$ cat src/rtl/ctrl_pkg.sv
// Shared types and encodings for the multi-cycle RV32 control sequencer.
package ctrl_pkg;

    typedef enum logic [2:0] {
        StFetch  = 3'd0,
        StDecode = 3'd1,
        StExec   = 3'd2,
        StMem    = 3'd3,
        StWb     = 3'd4,
        StHalt   = 3'd5
    } state_t;

    typedef enum logic [2:0] {
        ClsR,
        ClsI,
        ClsLoad,
        ClsStore,
        ClsBranch,
        ClsJal,
        ClsIllegal
    } instr_class_t;

    localparam logic [6:0] OPC_R      = 7'b0110011;
    localparam logic [6:0] OPC_I      = 7'b0010011;
    localparam logic [6:0] OPC_LOAD   = 7'b0000011;
    localparam logic [6:0] OPC_STORE  = 7'b0100011;
    localparam logic [6:0] OPC_BRANCH = 7'b1100011;
    localparam logic [6:0] OPC_JAL    = 7'b1101111;

    localparam logic [3:0] ALU_ADD = 4'b0010;
    localparam logic [3:0] ALU_SUB = 4'b0110;
    localparam logic [3:0] ALU_AND = 4'b0000;
    localparam logic [3:0] ALU_OR  = 4'b0001;
    localparam logic [3:0] ALU_XOR = 4'b0011;
    localparam logic [3:0] ALU_SLT = 4'b0111;

    localparam logic [1:0] PC_SEL_PC4    = 2'b00;
    localparam logic [1:0] PC_SEL_BRANCH = 2'b01;
    localparam logic [1:0] PC_SEL_JAL    = 2'b10;

    localparam logic [1:0] WB_SEL_ALU = 2'b00;
    localparam logic [1:0] WB_SEL_MEM = 2'b01;
    localparam logic [1:0] WB_SEL_PC4 = 2'b10;

    localparam logic [1:0] ALU_B_RS2 = 2'b00;
    localparam logic [1:0] ALU_B_IMM = 2'b01;

    function automatic instr_class_t decode_class(input logic [6:0] opcode);
        case (opcode)
            OPC_R:      return ClsR;
            OPC_I:      return ClsI;
            OPC_LOAD:   return ClsLoad;
            OPC_STORE:  return ClsStore;
            OPC_BRANCH: return ClsBranch;
            OPC_JAL:    return ClsJal;
            default:    return ClsIllegal;
        endcase
    endfunction

endpackage

$ cat src/rtl/alu_decoder.sv
// Combinational ALU operation select from instruction class and function fields.
module alu_decoder
    import ctrl_pkg::*;
(
    input  instr_class_t cls,
    input  logic [2:0]   funct3,
    input  logic         funct7_5,
    output logic [3:0]   alu_ctrl
);

    // Branches compare by subtraction; ALU classes follow funct3; everything else adds.
    always_comb begin
        alu_ctrl = ALU_ADD;
        case (cls)
            ClsBranch: alu_ctrl = ALU_SUB;
            ClsR, ClsI: begin
                case (funct3)
                    3'b000:  alu_ctrl = (cls == ClsR && funct7_5) ? ALU_SUB : ALU_ADD;
                    3'b111:  alu_ctrl = ALU_AND;
                    3'b110:  alu_ctrl = ALU_OR;
                    3'b100:  alu_ctrl = ALU_XOR;
                    3'b010:  alu_ctrl = ALU_SLT;
                    default: alu_ctrl = ALU_ADD;
                endcase
            end
            default: alu_ctrl = ALU_ADD;
        endcase
    end

endmodule

$ cat src/rtl/multicycle_ctrl.sv
// Multi-cycle RV32 sequencer: FETCH/DECODE/EXEC/MEM/WB with a shared memory port,
// ready handshake and a sticky timeout. MAX_WAIT must be >= 1 and < 2**WAIT_W.
// Optional macro ILLEGAL_TRAP_EN adds a trap output; illegal opcodes then halt.
module multicycle_ctrl
    import ctrl_pkg::*;
#(
    parameter int unsigned WAIT_W   = 8,
    parameter int unsigned MAX_WAIT = 200
) (
    input  logic        clock,
    input  logic        reset,
    input  logic [31:0] instr,
    input  logic        alu_zero,
    input  logic        mem_ready,
    output logic        mem_req,
    output logic        mem_we,
    output logic        mem_is_fetch,
    output logic        ir_we,
    output logic        pc_we,
    output logic [1:0]  pc_sel,
    output logic        alu_src_a,
    output logic [1:0]  alu_src_b,
    output logic [3:0]  alu_ctrl,
    output logic        reg_wr_en,
    output logic [1:0]  wb_sel,
    output logic [2:0]  state_o,
`ifdef ILLEGAL_TRAP_EN
    output logic        trap,
`endif
    output logic        bus_err
);

    state_t              state_q, state_d;
    logic [WAIT_W-1:0]   wait_cnt_q, wait_cnt_d;
    logic                bus_err_q, bus_err_d;

    instr_class_t cls;
    logic [3:0]   dec_alu_ctrl;
    logic         rd_nz;
    logic         taken;
    logic         mem_busy;
    logic         wait_hit;
    logic         unused_instr;

    assign cls      = decode_class(instr[6:0]);
    assign rd_nz    = |instr[11:7];
    assign taken    = alu_zero ^ instr[12];
    assign mem_busy = (state_q == StFetch) || (state_q == StMem);
    // This cycle's miss would be the MAX_WAIT-th in a row; mem_ready this cycle wins.
    assign wait_hit = mem_busy && !mem_ready && (wait_cnt_q == WAIT_W'(MAX_WAIT - 1));
    assign unused_instr = ^{instr[31], instr[29:15]};

    alu_decoder u_alu_decoder (
        .cls      (cls),
        .funct3   (instr[14:12]),
        .funct7_5 (instr[30]),
        .alu_ctrl (dec_alu_ctrl)
    );

    // State, wait counter and sticky error register.
    always_ff @(posedge clock) begin
        if (reset) begin
            state_q    <= StFetch;
            wait_cnt_q <= '0;
            bus_err_q  <= 1'b0;
        end else begin
            state_q    <= state_d;
            wait_cnt_q <= wait_cnt_d;
            bus_err_q  <= bus_err_d;
        end
    end

    // Next state; the counter only survives consecutive un-acknowledged request cycles.
    always_comb begin
        state_d    = state_q;
        wait_cnt_d = '0;
        bus_err_d  = bus_err_q;
        if (mem_busy && !mem_ready) begin
            wait_cnt_d = wait_cnt_q + WAIT_W'(1);
        end
        case (state_q)
            StFetch: begin
                if (mem_ready) begin
                    state_d = StDecode;
                end else if (wait_hit) begin
                    state_d   = StHalt;
                    bus_err_d = 1'b1;
                end
            end
            StDecode: begin
                if (cls == ClsIllegal) begin
`ifdef ILLEGAL_TRAP_EN
                    state_d = StHalt;
`else
                    state_d = StFetch;
`endif
                end else begin
                    state_d = StExec;
                end
            end
            StExec: begin
                case (cls)
                    ClsR, ClsI:        state_d = StWb;
                    ClsLoad, ClsStore: state_d = StMem;
                    default:           state_d = StFetch;
                endcase
            end
            StMem: begin
                if (mem_ready) begin
                    state_d = (cls == ClsStore) ? StFetch : StWb;
                end else if (wait_hit) begin
                    state_d   = StHalt;
                    bus_err_d = 1'b1;
                end
            end
            StWb:    state_d = StFetch;
            StHalt:  state_d = StHalt;
            default: state_d = StFetch;
        endcase
    end

    // Datapath controls; everything is held at zero while reset is asserted.
    always_comb begin
        mem_req      = 1'b0;
        mem_we       = 1'b0;
        mem_is_fetch = 1'b0;
        ir_we        = 1'b0;
        pc_we        = 1'b0;
        pc_sel       = PC_SEL_PC4;
        alu_src_a    = 1'b0;
        alu_src_b    = ALU_B_RS2;
        alu_ctrl     = 4'b0000;
        reg_wr_en    = 1'b0;
        wb_sel       = WB_SEL_ALU;
        state_o      = reset ? 3'd0 : state_q;
        bus_err      = bus_err_q && !reset;
`ifdef ILLEGAL_TRAP_EN
        trap         = 1'b0;
`endif
        if (!reset) begin
            case (state_q)
                StFetch: begin
                    mem_req      = 1'b1;
                    mem_is_fetch = 1'b1;
                    if (mem_ready) begin
                        ir_we  = 1'b1;
                        pc_we  = 1'b1;
                        pc_sel = PC_SEL_PC4;
                    end
                end
                StDecode: begin
`ifdef ILLEGAL_TRAP_EN
                    trap = (cls == ClsIllegal);
`endif
                end
                StExec: begin
                    case (cls)
                        ClsR: begin
                            alu_src_b = ALU_B_RS2;
                            alu_ctrl  = dec_alu_ctrl;
                        end
                        ClsI, ClsLoad, ClsStore: begin
                            alu_src_b = ALU_B_IMM;
                            alu_ctrl  = dec_alu_ctrl;
                        end
                        ClsBranch: begin
                            alu_src_b = ALU_B_RS2;
                            alu_ctrl  = dec_alu_ctrl;
                            if (taken) begin
                                pc_we  = 1'b1;
                                pc_sel = PC_SEL_BRANCH;
                            end
                        end
                        ClsJal: begin
                            reg_wr_en = rd_nz;
                            wb_sel    = WB_SEL_PC4;
                            pc_we     = 1'b1;
                            pc_sel    = PC_SEL_JAL;
                        end
                        default: ;
                    endcase
                end
                StMem: begin
                    // Keep the rs1+imm address computation alive for the whole request.
                    mem_req   = 1'b1;
                    mem_we    = (cls == ClsStore);
                    alu_src_b = ALU_B_IMM;
                    alu_ctrl  = ALU_ADD;
                end
                StWb: begin
                    reg_wr_en = rd_nz;
                    wb_sel    = (cls == ClsLoad) ? WB_SEL_MEM : WB_SEL_ALU;
                end
                default: ;
            endcase
        end
    end

endmodule

$ cat config.mk
export PLATFORM = sky130hd
export DESIGN_NAME = multicycle_ctrl
export DESIGN_NICKNAME = d
export VERILOG_FILES = /design/src/rtl/ctrl_pkg.sv /design/src/rtl/alu_decoder.sv /design/src/rtl/multicycle_ctrl.sv
export SDC_FILE = /design/constraint.sdc
export NUM_CORES = 1
export LEC_CHECK = 0
export ABC_AREA = 1
export CORE_ASPECT_RATIO = 0.5
export CORE_MARGIN = 8
export CORE_UTILIZATION = 25
export CTS_BUF_LIST = sky130_fd_sc_hd__clkbuf_2
export DETAILED_ROUTE_END_ITERATION = 7
export PLACE_DENSITY = 0.55
export SLEW_MARGIN = 20
export SYNTH_ARGS = -nofsm -noshare
export SYNTH_HDL_FRONTEND = slang
export SYNTH_SLANG_ARGS = --single-unit
$ cat constraint.sdc
create_clock -name clock -period 1.6 [get_ports clock]
set_input_delay 0.16 -clock clock [delete_from_list [all_inputs] [get_ports clock]]
set_output_delay 0.16 -clock clock [all_outputs]
set_load 0.02 [all_outputs]
==> impl_results.md <==
* Synth Instances at 168
* Slowest stage cell, crit path: dfxtp_2
* Via count at 1227
* Tot Pwr at 675 uW
* P&R area growth vs syn at 76.7%
* Fin area at 0.00174 sq mm
* Final std cells w/o fill at 294
* Cell mode on critical path: buf_4
* Hold crit path type: in -> reg
* Antenna Nets Post-Route at 0
* Post-synth EDFFs at 0
* Vias per cell at 4.17
* Vias in the first global route at 1210
* Clk pin slew, worst setup/hold paths at 0.11 ns
* FILL cells at 421
* Gr usage total at 9.81%
* Slew Limit Fails at 0
* Critical Path Max Stage Delay at 0.37 ns
* Initial antenna violation count at 0
* Most common cell after layout, fill and taps aside: buf_4
* Worst EP required at 1.44 ns
* Starting Density at 25.6%
* Peak supply drop at 0.000148 V
* TritonCTS Buffers at 3
* Worst hold margin at 0.424 ns
* Router iterations before antenna repair at 4
* P_leak at 0.874 nW
* Seq/Total Area, Yosys at 24.4%
* YS warnings at 0
* CTS root buffer: clkbuf_2
* Ys flop type: dfxtp_1
* CP Class: reg -> out
* Iter 0 DRT Violations at 26
* Crit-path cells: buf_4 > inv_1 > nor2_2 > nand3_1 > a22oi_1 > buf_4
* DP Cell Count at 289
* Worst skew pair latency at 0.26 ns
* CP max FO at 5
* Register Area at 244 sq um
* Placed cell areas at 0.00164 sq mm
* Layout cells sized above 1 at 38.3%
* Detail Placement HPWL at 2590 um
* DRC Markers at 0
* Die area at 0.00632 sq mm
* Hold Fails Final Rpt at 0
* CORE AREA at 0.00384 sq mm
* Final Cycle Share at 98.2%
* Die Span Y at 60.4 um
* Final Critical Period at 1.57 ns
* Synthesized area at 983 sq um
* Multi-input combinational cell area at 708 sq um
* Outcome: completed
* Unique masters post-synth at 28
* Share of flip-flops with an asynchronous set or reset at 0%
* Clock skew at 0.00275 ns
* Die width at 105 um
* Cts hold-fix bufs at 0
* N_diodes at 0
* TritonCTS clock tree: built
* I/O Pins at 57
* Fmax at 637 MHz
* Setup crit start kind: flop
* Nets@finish at 279
* Drt total wl at 3050 um
* Final Util at 45.2%
* Critical path arrival at 1.41 ns
* Max H-tree Level at 1
* Max-cap violations at 0
* Critical path endpoint category: output pin
* RSZ-0062 raised after global routing: true
* Site Rows at 16
* RePlAce Congestion at 0.892
* Clk buf depth at 2
* PwrDens at 388 mW/mm^2
* Mapped Avg Cell Area at 5.85 sq um
* Most frequent cells in the layout: 40 x buf_4, 28 x nand2_1, 27 x nor2_1
* Largest net degree at the start of global routing at 11
* Port buffer count at 37
* FF+latch count, synth at 12
* Clock sink count at 12
* Global-route wire length before repair at 5220 um
* Wire per inst at 10.4 um
* Congestion Overflow GR at 0
* Setup Viol. Count Final at 0
[Yosys cell counts (all sizes together), types with 3 or more instances]
cell	number	area share [%]
nand2	40	17
nand4	6	3.8
buf	3	2.3
dfxtp	12	24
nor3	6	4.1
nand3	13	7.1
nor2	36	15
inv	28	11
nor4	3	1.9
o21ai	5	2.5
a21oi	8	4.5
[kinds of logic after synthesis]
family                     after synthesis  synth area share (%)
xor gates and xnor gates                 1                 0.891
and+or+nand+nor                        105                  50.5
AOI/OAI and AO/OA                       16                  9.16
DFF                                     12                  24.4
other                                    1                 0.381
buffers and inverters                   32                  13.4
adders and majority gates                1                  1.27
[repair_timing]
item | in CTS | in global routing
gates resized for setup | 98 | 22
pin swaps | 8 | 7
setup buffers | 0 | 2
setup endpoints to repair | 18 | 14
[where the power goes]
part | switching [mW] | leakage [nW] | internal (mW) | total (mW)
Combinational | 0.109 | 0.763 | 0.110 | 0.219
Clock | 0.0959 | 0.0125 | 0.0511 | 0.147
Sequential | 0.00476 | 0.0984 | 0.304 | 0.309
Total | 0.210 | 0.874 | 0.465 | 0.675
[layer usage]
metal	GRT usage, %	routed length, um	vias up
li1	-	-	675
met1	12.0	1480	527
met2	17.7	1450	23
met3	1.69	82	2
met4	3.01	31	0
met5	0	0	-
[final cells by class]
type	instances	area share (%)
clock buffer	3	0.864
inverter	28	6.19
multi-input combinational	126	40.7
sequential	12	14.0
tap	54	3.89
timing repair buffer	71	34.3
[worst max-delay path: cells and delay by family, from the launching register on]
kind                   cells  cell delay [ns]
AOI/OAI and AO/OA          1             0.16
and+or+nand+nor            2             0.20
buffers and inverters      3             0.42
DFF                        1             0.37
[sequential cells by signal (all words and copies together), names as in the netlist]
signal,count
wait_cnt_q,8
state_q,3
bus_err_q,1
[worst paths after layout]
check / endpoint / slack [ns] / startpoint / cells past startpoint
max: reg_wr_en / 0.03 / state_q[2] / 6
min reg2reg: bus_err_q / 0.47 / bus_err_q / 2
min: state_q[2] / 0.42 / instr[4] / 6
max reg2reg: state_q[0] / 0.27 / wait_cnt_q[0] / 9
[stage by stage]
stage	setup WS (ns)	TNS [ns]
2_1_floorplan	0.0209	0
3_3_place_gp	-0.567	-5.97
3_5_place_dp	-0.573	-6.07
4_1_cts	-0.0470	-0.0470
5_1_grt	-0.0866	-0.380
6_report	0.0289	0
No activity file was read; power rests on OpenSTA's default activity.
